[config.mk]
export PLATFORM = sky130hd
export DESIGN_NAME = hex_display_arbiter
export DESIGN_NICKNAME = d
export VERILOG_FILES = /design/src/rtl/hex_display_arbiter.sv
export SDC_FILE = /design/constraint.sdc
export NUM_CORES = 1
export LEC_CHECK = 0
export CAP_MARGIN = 20
export CORE_MARGIN = 2
export CORE_UTILIZATION = 45
export DETAILED_ROUTE_END_ITERATION = 16
export HOLD_SLACK_MARGIN = 0.03
export PLACE_DENSITY_LB_ADDON = 0.12
export SLEW_MARGIN = 40
export SYNTH_ARGS = -nofsm -noshare
export SYNTH_HDL_FRONTEND = slang
export SYNTH_SLANG_ARGS = --single-unit
[constraint.sdc]
create_clock -name clk -period 3.48 [get_ports clk]
set_input_delay 0.696 -clock clk [delete_from_list [all_inputs] [get_ports clk]]
set_output_delay 0.696 -clock clk [all_outputs]
set_load 0.05 [all_outputs]
[src/rtl/hex_display_arbiter.sv]
// Round-robin arbiter that time-shares the seven-segment display byte between
// NUM_SRC requesters, with a fixed dwell per owner and a rotation lock.
module hex_display_arbiter #(
  parameter int unsigned NUM_SRC      = 4,
  parameter int unsigned DWELL_CYCLES = 50_000_000
) (
  input  logic                       clk,
  input  logic                       rst_n,
  input  logic [NUM_SRC-1:0]         req,
  input  logic [8*NUM_SRC-1:0]       data,
  input  logic                       lock,
  output logic [7:0]                 hex_out,
  output logic [NUM_SRC-1:0]         grant,
  output logic [$clog2(NUM_SRC)-1:0] src_idx,
  output logic                       active,
  output logic                       switch_pulse
);

  localparam int unsigned IW = $clog2(NUM_SRC);
  localparam int unsigned CW = (DWELL_CYCLES > 1) ? $clog2(DWELL_CYCLES) : 1;
  localparam logic [CW-1:0] RELOAD = CW'(DWELL_CYCLES - 1);

  typedef enum logic {IDLE, SHOW} state_t;

  state_t              state, state_d;
  logic [IW-1:0]       cur, cur_d;
  logic [CW-1:0]       cnt, cnt_d;
  logic [7:0]          hex_d;
  logic [NUM_SRC-1:0]  grant_d;
  logic [IW-1:0]       idx_d;
  logic                active_d;
  logic                pulse_d;

  logic [7:0]          src_byte [NUM_SRC];
  logic [IW-1:0]       pick;
  logic                found;
  logic [NUM_SRC-1:0]  pick_oh;
  int unsigned         k;

  always_comb begin
    for (int unsigned i = 0; i < NUM_SRC; i++) begin
      src_byte[i] = data[8*i +: 8];
    end
  end

  // Scan starts one past the owner so the owner itself is considered last.
  always_comb begin
    pick  = cur;
    found = 1'b0;
    k     = 0;
    for (int unsigned i = 0; i < NUM_SRC; i++) begin
      k = (32'(cur) + 1 + i) % NUM_SRC;
      if (!found && req[k]) begin
        pick  = IW'(k);
        found = 1'b1;
      end
    end
  end

  always_comb begin
    pick_oh       = '0;
    pick_oh[pick] = 1'b1;
  end

  always_comb begin
    state_d  = state;
    cur_d    = cur;
    cnt_d    = cnt;
    hex_d    = hex_out;
    grant_d  = grant;
    idx_d    = src_idx;
    active_d = active;
    pulse_d  = 1'b0;

    unique case (state)
      IDLE: begin
        grant_d  = '0;
        active_d = 1'b0;
        if (|req) begin
          state_d  = SHOW;
          cur_d    = pick;
          cnt_d    = RELOAD;
          hex_d    = src_byte[pick];
          grant_d  = pick_oh;
          idx_d    = pick;
          active_d = 1'b1;
          pulse_d  = 1'b1;
        end
      end
      SHOW: begin
        if (!req[cur]) begin
          if (|req) begin
            cur_d   = pick;
            cnt_d   = RELOAD;
            hex_d   = src_byte[pick];
            grant_d = pick_oh;
            idx_d   = pick;
            pulse_d = 1'b1;
          end else begin
            state_d  = IDLE;
            grant_d  = '0;
            active_d = 1'b0;
          end
        end else if (lock) begin
          hex_d = src_byte[cur];
        end else if (cnt == '0) begin
          cur_d   = pick;
          cnt_d   = RELOAD;
          hex_d   = src_byte[pick];
          grant_d = pick_oh;
          idx_d   = pick;
          pulse_d = (pick != cur);
        end else begin
          cnt_d = cnt - 1'b1;
          hex_d = src_byte[cur];
        end
      end
      default: state_d = IDLE;
    endcase
  end

  always_ff @(posedge clk) begin
    if (!rst_n) begin
      state        <= IDLE;
      cur          <= IW'(NUM_SRC - 1);
      cnt          <= '0;
      hex_out      <= '0;
      grant        <= '0;
      src_idx      <= '0;
      active       <= 1'b0;
      switch_pulse <= 1'b0;
    end else begin
      state        <= state_d;
      cur          <= cur_d;
      cnt          <= cnt_d;
      hex_out      <= hex_d;
      grant        <= grant_d;
      src_idx      <= idx_d;
      active       <= active_d;
      switch_pulse <= pulse_d;
    end
  end

endmodule

## Word level (Yosys, flattened, before mapping)

Cells that the tools add are included.

| operators by class | value |
|---|---|
| add/sub/neg operators | 5 |
| $mul | 0 |
| div/mod/pow operators | 0 |
| $lt $le $gt $ge | 9 |
| eq/ne operators | 5 |
| shifts and indexed selects | 0 |
| mux-type cells | 58 |
| bitwise logic cells | 3 |
| reductions and logical operators | 11 |

Operators with widths:

| kind | number |
|---|---|
| $mux 26 | 4 |
| $mux 8 | 8 |
| $pmux 26 s2 | 1 |
| $bmux 8 s2 | 2 |
| $logic_not 26->1 | 1 |
| $sub 26x1->26 const B | 1 |
| $mux 2 | 10 |
| $lt 2x3->1 const B | 6 |
| $mux 1 | 16 |
| $mux 4 | 4 |
| $pmux 8 s2 | 1 |
| $bmux 1 s2 | 5 |
| $pmux 2 s2 | 2 |
| $pmux 4 s2 | 1 |
| $ge 3x3->1 const B | 2 |
| $not 2->3 | 2 |
| $pmux 1 s2 | 3 |
| $add 2x1->2 const B | 2 |
| $add 2x2->2 const B | 2 |
| $logic_and 1x1->1 | 4 |
| $ne 2x2->1 const B | 2 |
| $reduce_and 2->1 | 2 |
| $reduce_or 4->1 | 1 |
| $logic_not 1->1 | 3 |
| 6 further kinds | 6 |

| word-level totals | value |
|---|---|
| register bits after elaboration | 45 |
| bits in latches | 0 |
| memory bits (writable) | 0 |
| ROM bits | 0 |
| input bits | 39 |
| output and inout port bits | 16 |
| word-level logic and storage cells | 99 |
| memories kept | 0 |

## Longest topological paths before layout

| logic depth | value |
|---|---|
| depth in word-level cells | 21 |
| gate-level depth with buffers | 9 |
| gate-level depth less buffers | 7 |

## Least setup slack after synthesis

OpenSTA, ideal clock, no wires.

| timing path | value |
|---|---|
| path type | in2reg |
| start point | input req[1] |
| end point | register hex_out[6] |
| setup time | 0.115 ns |
| data arrival time | 2.612 ns |
| required time | 3.365 ns |
| slack | 0.753 ns |
| cell stages on the path | 8 |
| buffers on the path | 3 |
| path through | clkbuf_1 -> nor2b_1 -> o21ai_0 -> and3_1 -> clkbuf_1 -> clkbuf_1 -> mux4_2 -> o21a_1 |

| between the ends | value |
|---|---|
| word-level cells in the longest chain between the ends | 20 |
| elaborated cells on any way between the ends | 33 |
| those cells by class | mux: 25; bitwise: 1; reduce/logical: 7 |

Ends and longest elaborated chain:

| element | RTL line | RTL |
|---|---|---|
| from (decl) | 9 | `input logic [NUM_SRC-1:0] req,` |
| $bmux 1 s2 | 53 | `if (!found && req[k]) begin` |
| $mux 1 (not written as such) | 53 |  |
| $mux 1 | 53 |  |
| $logic_not 1->1 | 53 |  |
| $logic_and 1x1->1 | 53 |  |
| $mux 1 | 53 |  |
| $logic_not 1->1 | 53 |  |
| $logic_and 1x1->1 | 53 |  |
| [... 3 more ...] | n/a |  |
| $mux 2 | 53 |  |
| $not 2->3 (not written as such) | 83, 95, 109 |  |
| $bmux 8 s2 | 83, 95, 109 |  |
| $mux 8 (not written as such) (2 in series) | 83, 95, 109 |  |
| $mux 8 | 106 | `end else if (cnt == '0) begin` |
| $mux 8 | 104 | `end else if (lock) begin` |
| $mux 8 | 91 | `if (!req[cur]) begin` |
| $pmux 8 s2 (*) | 75 | `unique case (state)` |
| to (signal assigned) | 127 | `hex_out <= '0;` |
| to (signal assigned) | 136 | `hex_out <= hex_d;` |
| to (decl) | 12 | `output logic [7:0] hex_out,` |

Mark *: on every way between the ends. The rest lies on a longest branch, timed or not. The select of a mux whose other input is x is not followed.
A chain may end at the register's enable or synchronous reset.

## Final worst setup path

| timing path | value |
|---|---|
| start point | register cnt[0] |
| end point | register hex_out[6] |

| between the ends | value |
|---|---|
| word-level cells in the longest chain between the ends | 5 |

Ends and longest elaborated chain:

| element | RTL line | RTL |
|---|---|---|
| from (decl) | 27 | `logic [CW-1:0] cnt, cnt_d;` |
| from (signal assigned) | 135 | `cnt <= cnt_d;` |
| $logic_not 26->1 | 106 |  |
| $mux 8 | 106 |  |
| $mux 8 | 104 |  |
| $mux 8 | 91 |  |
| $pmux 8 s2 | 75 |  |

No other way between the ends.

==> reports/qor.csv <==
metric;value;unit
Fin Hold WS;0.457;ns
worst-path cell chain;inv_1, ha_1, or3b_1, or3_1, o41ai_4, buf_4, nand2_1, o21a_1;
Max clock buf depth;2;
Synth cell types;54;
number of cells upsized or downsized after cts;0;
critical path's top delay family;simple AND/OR/NAND/NOR gates;
Layout area overhead;27.0;%
worst min-delay path category;register to register;
portion of the post-synthesis area used by sequential elements;31.7;%
width of the die;83.5;um
number of nets produced by synthesis;376;
Max stage delay cell, worst path;sky130_fd_sc_hd__o41ai_4;
DRT antenna net count;0;
Final Cycle Share;85.1;%
critical path depth;8;
top fanout value on the critical path;11;
Detailed Route WL;7590;um
areal power density over the cells;453;nW/um2
maximum level of the CTS H-tree;2;
detailed-route wire length per cell;16.4;um
max-slew violations;0;
max frequency;338;MHz
Async SR Flop Fraction;0;%
Synth Instances;336;
setup repair after global routing missed its margin;no;
result of the run;finished clean;
CTS hold repair buffers;0;
TritonCTS clock tree;done;
crit path time final;2.96;ns
count of input and output buffers;54;
number of setup violations in the final report;0;
pin count of the biggest net entering global routing;27;
IR Drop Worst-Case VDD;0.000233;V
post-CTS setup buffer count;0;
vias in the first global route;2806;
clock latency on the worst-skew pair;0.30;ns
critical path launch point type;register;
Vias per Instance;6.15;
floorplan die area;6970;um2
global-route usage over all layers;22.6;%
Overflow after GRT;0;
worst hold path cell count;2;
via count;2841;
first-pass GRT wire length;13200;um
initial antenna violation count;0;
number of maximum-capacitance constraint violations;0;
total buffers and inverters traversed by the critical path;2;
data arrival time at the worst-slack endpoint;3.16;ns
cell row count;28;
cts bufs inserted;5;
Fin. Hold Viols;0;
share of cells above drive strength 1;13.4;%
synthesized area per cell;8.46;um2
Tightest Pin Transition;0.763;ns
Most used DFF post-synth;sky130_fd_sc_hd__dfxtp_1;
# clock sinks;45;
count of state elements after synthesis;45;
Iteration-0 DRC Markers;168;
crit-path max cell delay;0.56;ns
required arrival time at the worst endpoint;3.68;ns
total inserted antenna cells;0;
Worst Reg2Reg Path Length in Cells;8;
Synth Warn #;0;
Max-slew headroom;49.2;%
setup clock skew after layout;0.00403;ns
static power due to leakage;1.35;nW
Die Span Y;83.5;um
Critical Path Sink Type;register;
global placement routability congestion;0.863;
number of synthesized flops with an enable pin;0;
core footprint;6030;um2
post-synthesis cell area;2840;um2
DR DRC count;0;
type of the setup path with the least slack;register to register;
io pins;55;
setup TNS after final layout;0;ns
number of nets in the finished design;426;
initial core utilization;47.2;%
total half-perimeter wirelength after legalization and detailed placement;5610;um
clock transition time at the flip-flop clock pins of the worst setup and hold paths;0.08;ns
Root Driver;sky130_fd_sc_hd__clkbuf_8;
number of detailed-routing iterations run before antenna repair;4;
-- synth_stat cells (9+ instances only) --
cell                       instances  share of area, %
sky130_fd_sc_hd__a21oi_1          31               5.5
sky130_fd_sc_hd__nor2_1           38               5.0
sky130_fd_sc_hd__o21ai_0          17               3.0
sky130_fd_sc_hd__nor3_1           11               1.9
sky130_fd_sc_hd__mux4_2           11               8.7
sky130_fd_sc_hd__nor4_1            9               2.0
sky130_fd_sc_hd__nand3_1          10               1.8
sky130_fd_sc_hd__dfxtp_1          45                32
sky130_fd_sc_hd__clkbuf_1         19               2.5
sky130_fd_sc_hd__o31ai_1          10               2.6
sky130_fd_sc_hd__inv_1             9               1.2
sky130_fd_sc_hd__mux2i_1           9               3.2
sky130_fd_sc_hd__nand2_1          13               1.7
-- layout make-up --
type | count | area, um2
fill | 583 | 2420
clock inverter | 1 | 30.0
tap | 75 | 93.8
clock buffer | 7 | 86.3
sequential | 45 | 901
inverter | 9 | 33.8
timing repair buffer | 68 | 646
multi-input combinational | 257 | 1820
-- registers in the layout (all words and copies together), names as in the netlist --
| register | cells |
|---|---|
| active | 1 |
| switch_pulse | 1 |
| hex_out | 8 |
| src_idx | 2 |
| grant | 4 |
| cnt | 26 |
| state | 1 |
| cur | 2 |
-- worst reg2reg max path: stages (launching register included) --
cell and delay, ns:
sky130_fd_sc_hd__dfxtp_1 0.36, sky130_fd_sc_hd__inv_1 0.08, sky130_fd_sc_hd__ha_1 0.18, sky130_fd_sc_hd__or3b_1 0.46
sky130_fd_sc_hd__or3_1 0.43, sky130_fd_sc_hd__o41ai_4 0.56, sky130_fd_sc_hd__buf_4 0.27, sky130_fd_sc_hd__nand2_1 0.26
sky130_fd_sc_hd__o21a_1 0.27
-- cells by family (layout without fill, tap and decap cells) --
| family | Yosys count | in the layout | share of synthesized area [%] |
|---|---|---|---|
| AOI/OAI and AO/OA | 111 | 111 | 27.2 |
| adders and majority gates | 1 | 1 | 0.440 |
| buffers and inverters | 34 | 85 | 4.71 |
| DFF | 45 | 45 | 31.7 |
| muxes | 26 | 26 | 14.3 |
| and+or+nand+nor | 119 | 119 | 21.7 |
-- cells in the final DEF, fill, tap and decap left out, drive strengths merged, types with 5 or more instances in the layout --
cell type,synthesis,layout
or4,8,8
mux2i,9,9
or3,8,8
clkbuf,19,7
o31ai,10,10
nand3,10,10
nor3,11,11
clkdlybuf4s50,0,54
nand2,13,13
mux2,6,6
buf,6,14
a21o,7,7
dfxtp,45,45
mux4,11,11
a311oi,6,6
inv,9,9
a21oi,31,31
nor2,38,38
o21ai,18,18
nor2b,5,5
nor4,9,9
-- final timing paths --
path         slack (ns)         end     start
min                0.46    grant[0]  grant[0]
max                0.52  hex_out[6]    cnt[0]
max reg2reg        0.52  hex_out[6]    cnt[0]
min reg2reg        0.46    grant[0]  grant[0]
-- metal layers --
layer / GRT usage [%] / part of all wire (%)
met1: 29.4 / 44
met2: 38.5 / 48
met3: 5.84 / 7.0
met4: 4.11 / 1.1
met5: 0 / 0
-- stage by stage --
| stage | instance area [um2] | setup slack, ns | instances | total power [mW] | util (%) |
|---|---|---|---|---|---|
| after floorplan | 2840 | 0.753 | 336 | 1.04 | - |
| after global placement | 3480 | 0.166 | 453 | 1.23 | 57.8 |
| after detailed placement | 3490 | 0.288 | 454 | 1.24 | 57.9 |
| after CTS | 3600 | 0.520 | 462 | 1.64 | 59.8 |
| after global routing | 3610 | 0.328 | 462 | 1.72 | 59.9 |
| final | 3610 | 0.519 | 462 | 1.64 | 59.9 |
-- report_power, final --
part	internal (mW)	switching [mW]
Clock	0.234	0.177
Combinational	0.266	0.333
Sequential	0.572	0.0539
Total	1.07	0.564
(Power assumes the default switching activity.)
